[config.mk]
export PLATFORM = sky130hd
export DESIGN_NAME = wbu
export DESIGN_NICKNAME = d
export VERILOG_FILES = /design/src/rtl/wbu.sv
export SDC_FILE = /design/constraint.sdc
export NUM_CORES = 1
export LEC_CHECK = 0
export BUFFER_PORTS_ARGS = -buffer_cell sky130_fd_sc_hd__clkbuf_2
export CORE_ASPECT_RATIO = 1.75
export CORE_MARGIN = 2
export CORE_UTILIZATION = 53
export DETAILED_ROUTE_END_ITERATION = 8
export PLACE_DENSITY = 0.86
export SETUP_SLACK_MARGIN = 0.02
export SYNTH_ARGS = -nofsm -noshare
export SYNTH_HDL_FRONTEND = slang
export SYNTH_SLANG_ARGS = --single-unit
[constraint.sdc]
create_clock -name clk -period 2.5 [get_ports clk]
set_input_delay 0.5 -clock clk [delete_from_list [all_inputs] [get_ports clk]]
set_output_delay 0.5 -clock clk [all_outputs]
set_load 0.1 [all_outputs]
[src/rtl/wbu.sv]
// Write-back unit: commits one execute result per transaction, writes the register file
// and hands the next PC to fetch through a valid/ready handshake.
module wbu (
  input  logic        clk,
  input  logic        rst_n,
  input  logic        in_valid,
  output logic        in_ready,
  input  logic [31:0] exu_data,
  input  logic [1:0]  wb_op,
  input  logic [1:0]  br_cond,
  input  logic [31:0] pc,
  input  logic [31:0] imm,
  input  logic [4:0]  rd,
  output logic        gpr_wen,
  output logic [4:0]  gpr_waddr,
  output logic [31:0] gpr_wdata,
  output logic        npc_valid,
  input  logic        npc_ready,
  output logic [31:0] npc,
  output logic [31:0] retired,
  output logic        err
);

  localparam logic [1:0] IDLE   = 2'd0;
  localparam logic [1:0] COMMIT = 2'd1;
  localparam logic [1:0] HOLD   = 2'd2;

  localparam logic [1:0] OP_ALU = 2'b00;
  localparam logic [1:0] OP_BR  = 2'b01;
  localparam logic [1:0] OP_JAL = 2'b10;

  logic [1:0]  state_q, state_d;
  logic [31:0] npc_q, npc_d;
  logic [31:0] wdata_q, wdata_d;
  logic [4:0]  waddr_q;
  logic        wr_q, wr_d;
  logic        bad_d;
  logic        err_q;
  logic [31:0] retired_q;
  logic [31:0] pc_inc;
  logic        accept;

  // Compare codes from execute: 0 equal, 2 greater, 4 less; anything else is malformed.
  function automatic logic code_ok(input logic [31:0] code);
    return (code == 32'd0) || (code == 32'd2) || (code == 32'd4);
  endfunction

  function automatic logic br_taken(input logic [1:0] cond, input logic [31:0] code);
    logic t;
    case (cond)
      2'b00:   t = (code == 32'd0);
      2'b01:   t = (code != 32'd0);
      2'b10:   t = (code == 32'd4);
      default: t = (code == 32'd0) || (code == 32'd2);
    endcase
    return t;
  endfunction

  assign accept = (state_q == IDLE) && in_valid;

  always_comb begin
    state_d = state_q;
    case (state_q)
      IDLE:    if (in_valid) state_d = COMMIT;
      COMMIT:  state_d = npc_ready ? IDLE : HOLD;
      HOLD:    if (npc_ready) state_d = IDLE;
      default: state_d = IDLE;
    endcase
  end

  // Results are computed from the live inputs and captured on the accepting edge,
  // so COMMIT and HOLD only replay registered values.
  always_comb begin
    pc_inc  = pc + 32'd4;
    npc_d   = pc_inc;
    wdata_d = exu_data;
    wr_d    = 1'b0;
    bad_d   = 1'b0;
    case (wb_op)
      OP_ALU: wr_d = (rd != 5'd0);
      OP_BR: begin
        if (!code_ok(exu_data)) bad_d = 1'b1;
        else if (br_taken(br_cond, exu_data)) npc_d = pc + imm;
      end
      OP_JAL: begin
        wr_d    = (rd != 5'd0);
        wdata_d = pc_inc;
        npc_d   = {exu_data[31:1], 1'b0};
      end
      default: bad_d = 1'b1;
    endcase
  end

  always_ff @(posedge clk or negedge rst_n) begin
    if (!rst_n) begin
      state_q   <= IDLE;
      npc_q     <= '0;
      wdata_q   <= '0;
      waddr_q   <= '0;
      wr_q      <= 1'b0;
      err_q     <= 1'b0;
      retired_q <= '0;
    end else begin
      state_q <= state_d;
      if (accept) begin
        npc_q   <= npc_d;
        wdata_q <= wdata_d;
        waddr_q <= rd;
        wr_q    <= wr_d;
        err_q   <= err_q | bad_d;
      end
      if (npc_valid && npc_ready) retired_q <= retired_q + 32'd1;
    end
  end

  assign in_ready  = (state_q == IDLE);
  assign npc_valid = (state_q != IDLE);
  assign gpr_wen   = (state_q == COMMIT) && wr_q;
  assign gpr_waddr = waddr_q;
  assign gpr_wdata = wdata_q;
  assign npc       = npc_q;
  assign retired   = retired_q;
  assign err       = err_q;

endmodule

==> results.md <==
* Number of global-route vias before repair at 8465
* Data required time of the worst path at 2.72 ns
* Worst hold path startpoint: npc_ready
* Leading cell types in the layout, fill and taps excluded: sky130_fd_sc_hd__clkbuf_2 (210), sky130_fd_sc_hd__buf_4 (167), sky130_fd_sc_hd__nand2_1 (151), sky130_fd_sc_hd__o21ai_0 (97), sky130_fd_sc_hd__dfrtp_1 (93)
* Number of clock sinks at 105
* Sequential cell area fraction in the yosys report at 0.356
* Wire per inst at 18.7 um
* Nets in the synthesized netlist at 1049
* Reg2Reg Launch Point: state_q[0]$_DFFE_PN0P_
* Cell chosen for the clock root: sky130_fd_sc_hd__clkbuf_16
* Worst r2r path cells at 8
* Die height at 160 um
* Max H-tree Level at 3
* Setup repair after global routing missed its margin: true
* Number of iterations in the first detailed-routing pass at 5
* Hold Path Class: in -> reg
* Post-layout nets at 1400
* Worst EP arrival at 2.91 ns
* Relative area change from synthesis to final layout at 41.3%
* Maximum fanout along the worst path at 3
* Wire length after detailed routing at 26.9 mm
* Core Area at 13800 sq um
* Leakage power figure at 5.03 nW
* PnR worst setup slack at -0.189 ns
* Violations in the final reports: negative setup slack
* Synthesized area divided by synthesized cell count at 8.16 sq um
* Period Utilization, post-route at 1.08
* Post-synth top area share at 0.356
* Most common library cell in the layout ignoring fill and taps: sky130_fd_sc_hd__clkbuf_2
* Hpwl dp at 20.9 mm
* CTS max path bufs at 2
* Startpoint kind of the worst setup timing path: primary input
* Worst slew pin tran at 0.590 ns
* Overall power of the completed layout at 0.00941 W
* Setup violations, final at 10
* Final count of hold timing violations at 0
* Total via count in the routed design at 8534
* Worst clock skew at 0.00664 ns
* Maximum number of pins on one net before global-route repair at 113
* Post-Synthesis Cell Area at 7370 sq um
* Total count of max-transition violations in the final report at 0
* Initial core utilization at 0.536
* Outcome: finished, violations left
* Initial DRC count at 794
* Post-synthesis sequential element count at 105
* Number of enable-type register cells in the synthesized netlist at 0
* Count of cell types in the netlist at 58
* CTS tree: built
* First-pass GRT wire length at 41.3 mm
* Hold Crit Depth at 2
* Initial antenna violation count at 1
* Fraction of layout instances using a drive strength above 1 at 0.367
* Destination of the worst hold path: state_q[1]$_DFFE_PN0P_
* Number of buffers added by the clock tree synthesis step at 9
* Synth warn at 0
* Place WS at -0.704 ns
* Worst Hold Slack at 0.361 ns
* Path type of the worst setup path: in -> reg
* Highest attainable clock frequency at 372 MHz
* Number of buffers inserted by port buffering at 213
* Width of the die at 93.2 um
* Combined global-route utilization of all metal layers at 0.350
* Post-synthesis cell count at 903
* Sort of element at the end of the critical path: flip-flop
* Minimum setup slack among reg-to-reg paths at 0.23 ns
* GPL Wtd Cong at 0.969
* VDD IR max at 0.534 mV
* Largest cells by area after synthesis: sky130_fd_sc_hd__dfrtp_1 (36%), sky130_fd_sc_hd__nand2_1 (7.8%), sky130_fd_sc_hd__o21ai_0 (7.0%)
* Power per unit of standard cell area at 904 nW/um^2
* Reg2reg end: retired[22]$_DFFE_PN0P_
* Count of pins on the block boundary at 214
* Final critical-path required period at 2.69 ns
* Cell type with the largest total area after synthesis: sky130_fd_sc_hd__dfrtp_1
* Post-DR vias/cell at 5.93
* Maximum Capacitance Violations at 0
* Std-Cell Rows at 57
* GR Overflow Total at 0
* Remaining number of nets flagged by the antenna check after routing at 0
* Max transition margin at 0.608
* Die Footprint at 14900 sq um
* Commonest register cell after synthesis: sky130_fd_sc_hd__dfrtp_1
* Asr flop ratio synth at 1.00
* CTS clock-pin slew for the worst setup and hold paths at 0.07 ns
* Worst-skew pair later-pin latency at 0.35 ns
* Number of design rule violations left after detail routing at 0
power breakdown:
| part | leakage (nW) | total, W | internal (W) | switching (W) |
|---|---|---|---|---|
| clock | 0.138 | 0.00140 | 0.000702 | 0.000695 |
| combinational | 3.59 | 0.00553 | 0.00108 | 0.00445 |
| sequential | 1.30 | 0.00249 | 0.00214 | 0.000349 |
cells in the mapped netlist (8+ instances only):
| library cell | instances |
|---|---|
| sky130_fd_sc_hd__nand2_1 | 154 |
| sky130_fd_sc_hd__dfrtp_1 | 105 |
| sky130_fd_sc_hd__o21ai_0 | 103 |
| sky130_fd_sc_hd__a21oi_1 | 69 |
| sky130_fd_sc_hd__nor2_1 | 62 |
| sky130_fd_sc_hd__xnor2_1 | 49 |
| sky130_fd_sc_hd__clkbuf_1 | 37 |
| sky130_fd_sc_hd__ha_1 | 36 |
| sky130_fd_sc_hd__xor2_1 | 36 |
| sky130_fd_sc_hd__nand3_1 | 35 |
| sky130_fd_sc_hd__and3_1 | 18 |
| sky130_fd_sc_hd__inv_1 | 18 |
| sky130_fd_sc_hd__mux2i_1 | 16 |
| sky130_fd_sc_hd__nor3_1 | 14 |
| sky130_fd_sc_hd__a21o_1 | 13 |
| sky130_fd_sc_hd__a31oi_1 | 9 |
| sky130_fd_sc_hd__nor4_1 | 9 |
| sky130_fd_sc_hd__a221oi_1 | 8 |
| sky130_fd_sc_hd__and2_1 | 8 |
| sky130_fd_sc_hd__and4_1 | 8 |
| sky130_fd_sc_hd__o211ai_1 | 8 |
critical path, cell delays in order:
cell and delay (ns):
sky130_fd_sc_hd__buf_6 0.10, sky130_fd_sc_hd__ha_4 0.16, sky130_fd_sc_hd__fa_2 0.34, sky130_fd_sc_hd__a21o_1 0.19
sky130_fd_sc_hd__a221oi_2 0.31, sky130_fd_sc_hd__and4_4 0.28, sky130_fd_sc_hd__o211ai_1 0.16, sky130_fd_sc_hd__a31oi_2 0.27
sky130_fd_sc_hd__o21bai_1 0.12, sky130_fd_sc_hd__a21oi_2 0.15, sky130_fd_sc_hd__mux2i_1 0.21, sky130_fd_sc_hd__o211ai_1 0.11
layout make-up:
cell class,count,area (sq um)
clock inverter,6,61.3
fill,998,3350
clock buffer,10,229
timing repair buffer,383,2400
inverter,20,75.1
antenna,2,5.00
multi-input combinational,735,4780
sequential,105,2640
tap,177,221
sequential cells by signal, summed over array words and instances, names as in the netlist:
| name | count |
|---|---|
| gpr_wdata | 32 |
| npc | 32 |
| retired | 32 |
| gpr_waddr | 5 |
| state_q | 2 |
| err | 1 |
| wr_q | 1 |
metrics by stage:
| stage | util | TNS, ns | area (sq um) | std cells |
|---|---|---|---|---|
| final | 0.757 | -0.957 | 10400 | 1438 |
| after global routing | 0.756 | -2.10 | 10400 | 1437 |
| after CTS | 0.746 | -0.669 | 10300 | 1432 |
| after detailed placement | 0.718 | -11.10 | 9890 | 1412 |
| after global placement | 0.718 | -8.79 | 9890 | 1412 |
| after floorplan | - | -1.13 | 7510 | 903 |
how the worst max path moves through the flow:
stage / start / endpoint / slack (ns) / cells past startpoint
2_1_floorplan: pc[0] / npc[28]$_DFFE_PN0P_ / -0.32 / 11
5_1_grt: pc[1] / npc[21]$_DFFE_PN0P_ / -0.26 / 12
3_3_place_gp: pc[0] / npc[28]$_DFFE_PN0P_ / -0.58 / 12
6_report: imm[0] / npc[28]$_DFFE_PN0P_ / -0.19 / 12
3_5_place_dp: pc[0] / npc[28]$_DFFE_PN0P_ / -0.70 / 12
4_1_cts: pc[0] / npc[28]$_DFFE_PN0P_ / -0.18 / 12
per-layer routing:
metal	vias up	GRT usage	share of wire
met5	-	0	0
met4	0	0.237	0.073
met3	143	0.0524	0.067
met2	480	0.613	0.51
met1	3999	0.382	0.35
li1	3912	-	-
kinds of logic (layout without fill, tap and decap cells):
kind of cell             after synthesis  after routing  share of synthesized area
AO/OA/AOI/OAI                        266            266                      0.219
XOR/XNOR                              85             85                      0.101
adder cells (fa/ha/maj)               37             37                     0.0638
buffers and inverters                 63            419                     0.0326
flip-flops                           105            105                      0.356
multiplexers                          20             20                     0.0278
other                                  0              2                          0
AND/OR/NAND/NOR                      327            327                      0.199
timing repair:
item                                    in CTS  in global routing
pin swaps                                   22                 25
hold buffers                                 1                  0
endpoints found under the hold margin       12                  0
endpoints found under the setup margin      13                 26
gates resized for setup                     13                 26
setup buffers                                3                  4
gates cloned                                 0                  0
Note: power is estimated with default switching activity, not from simulation.
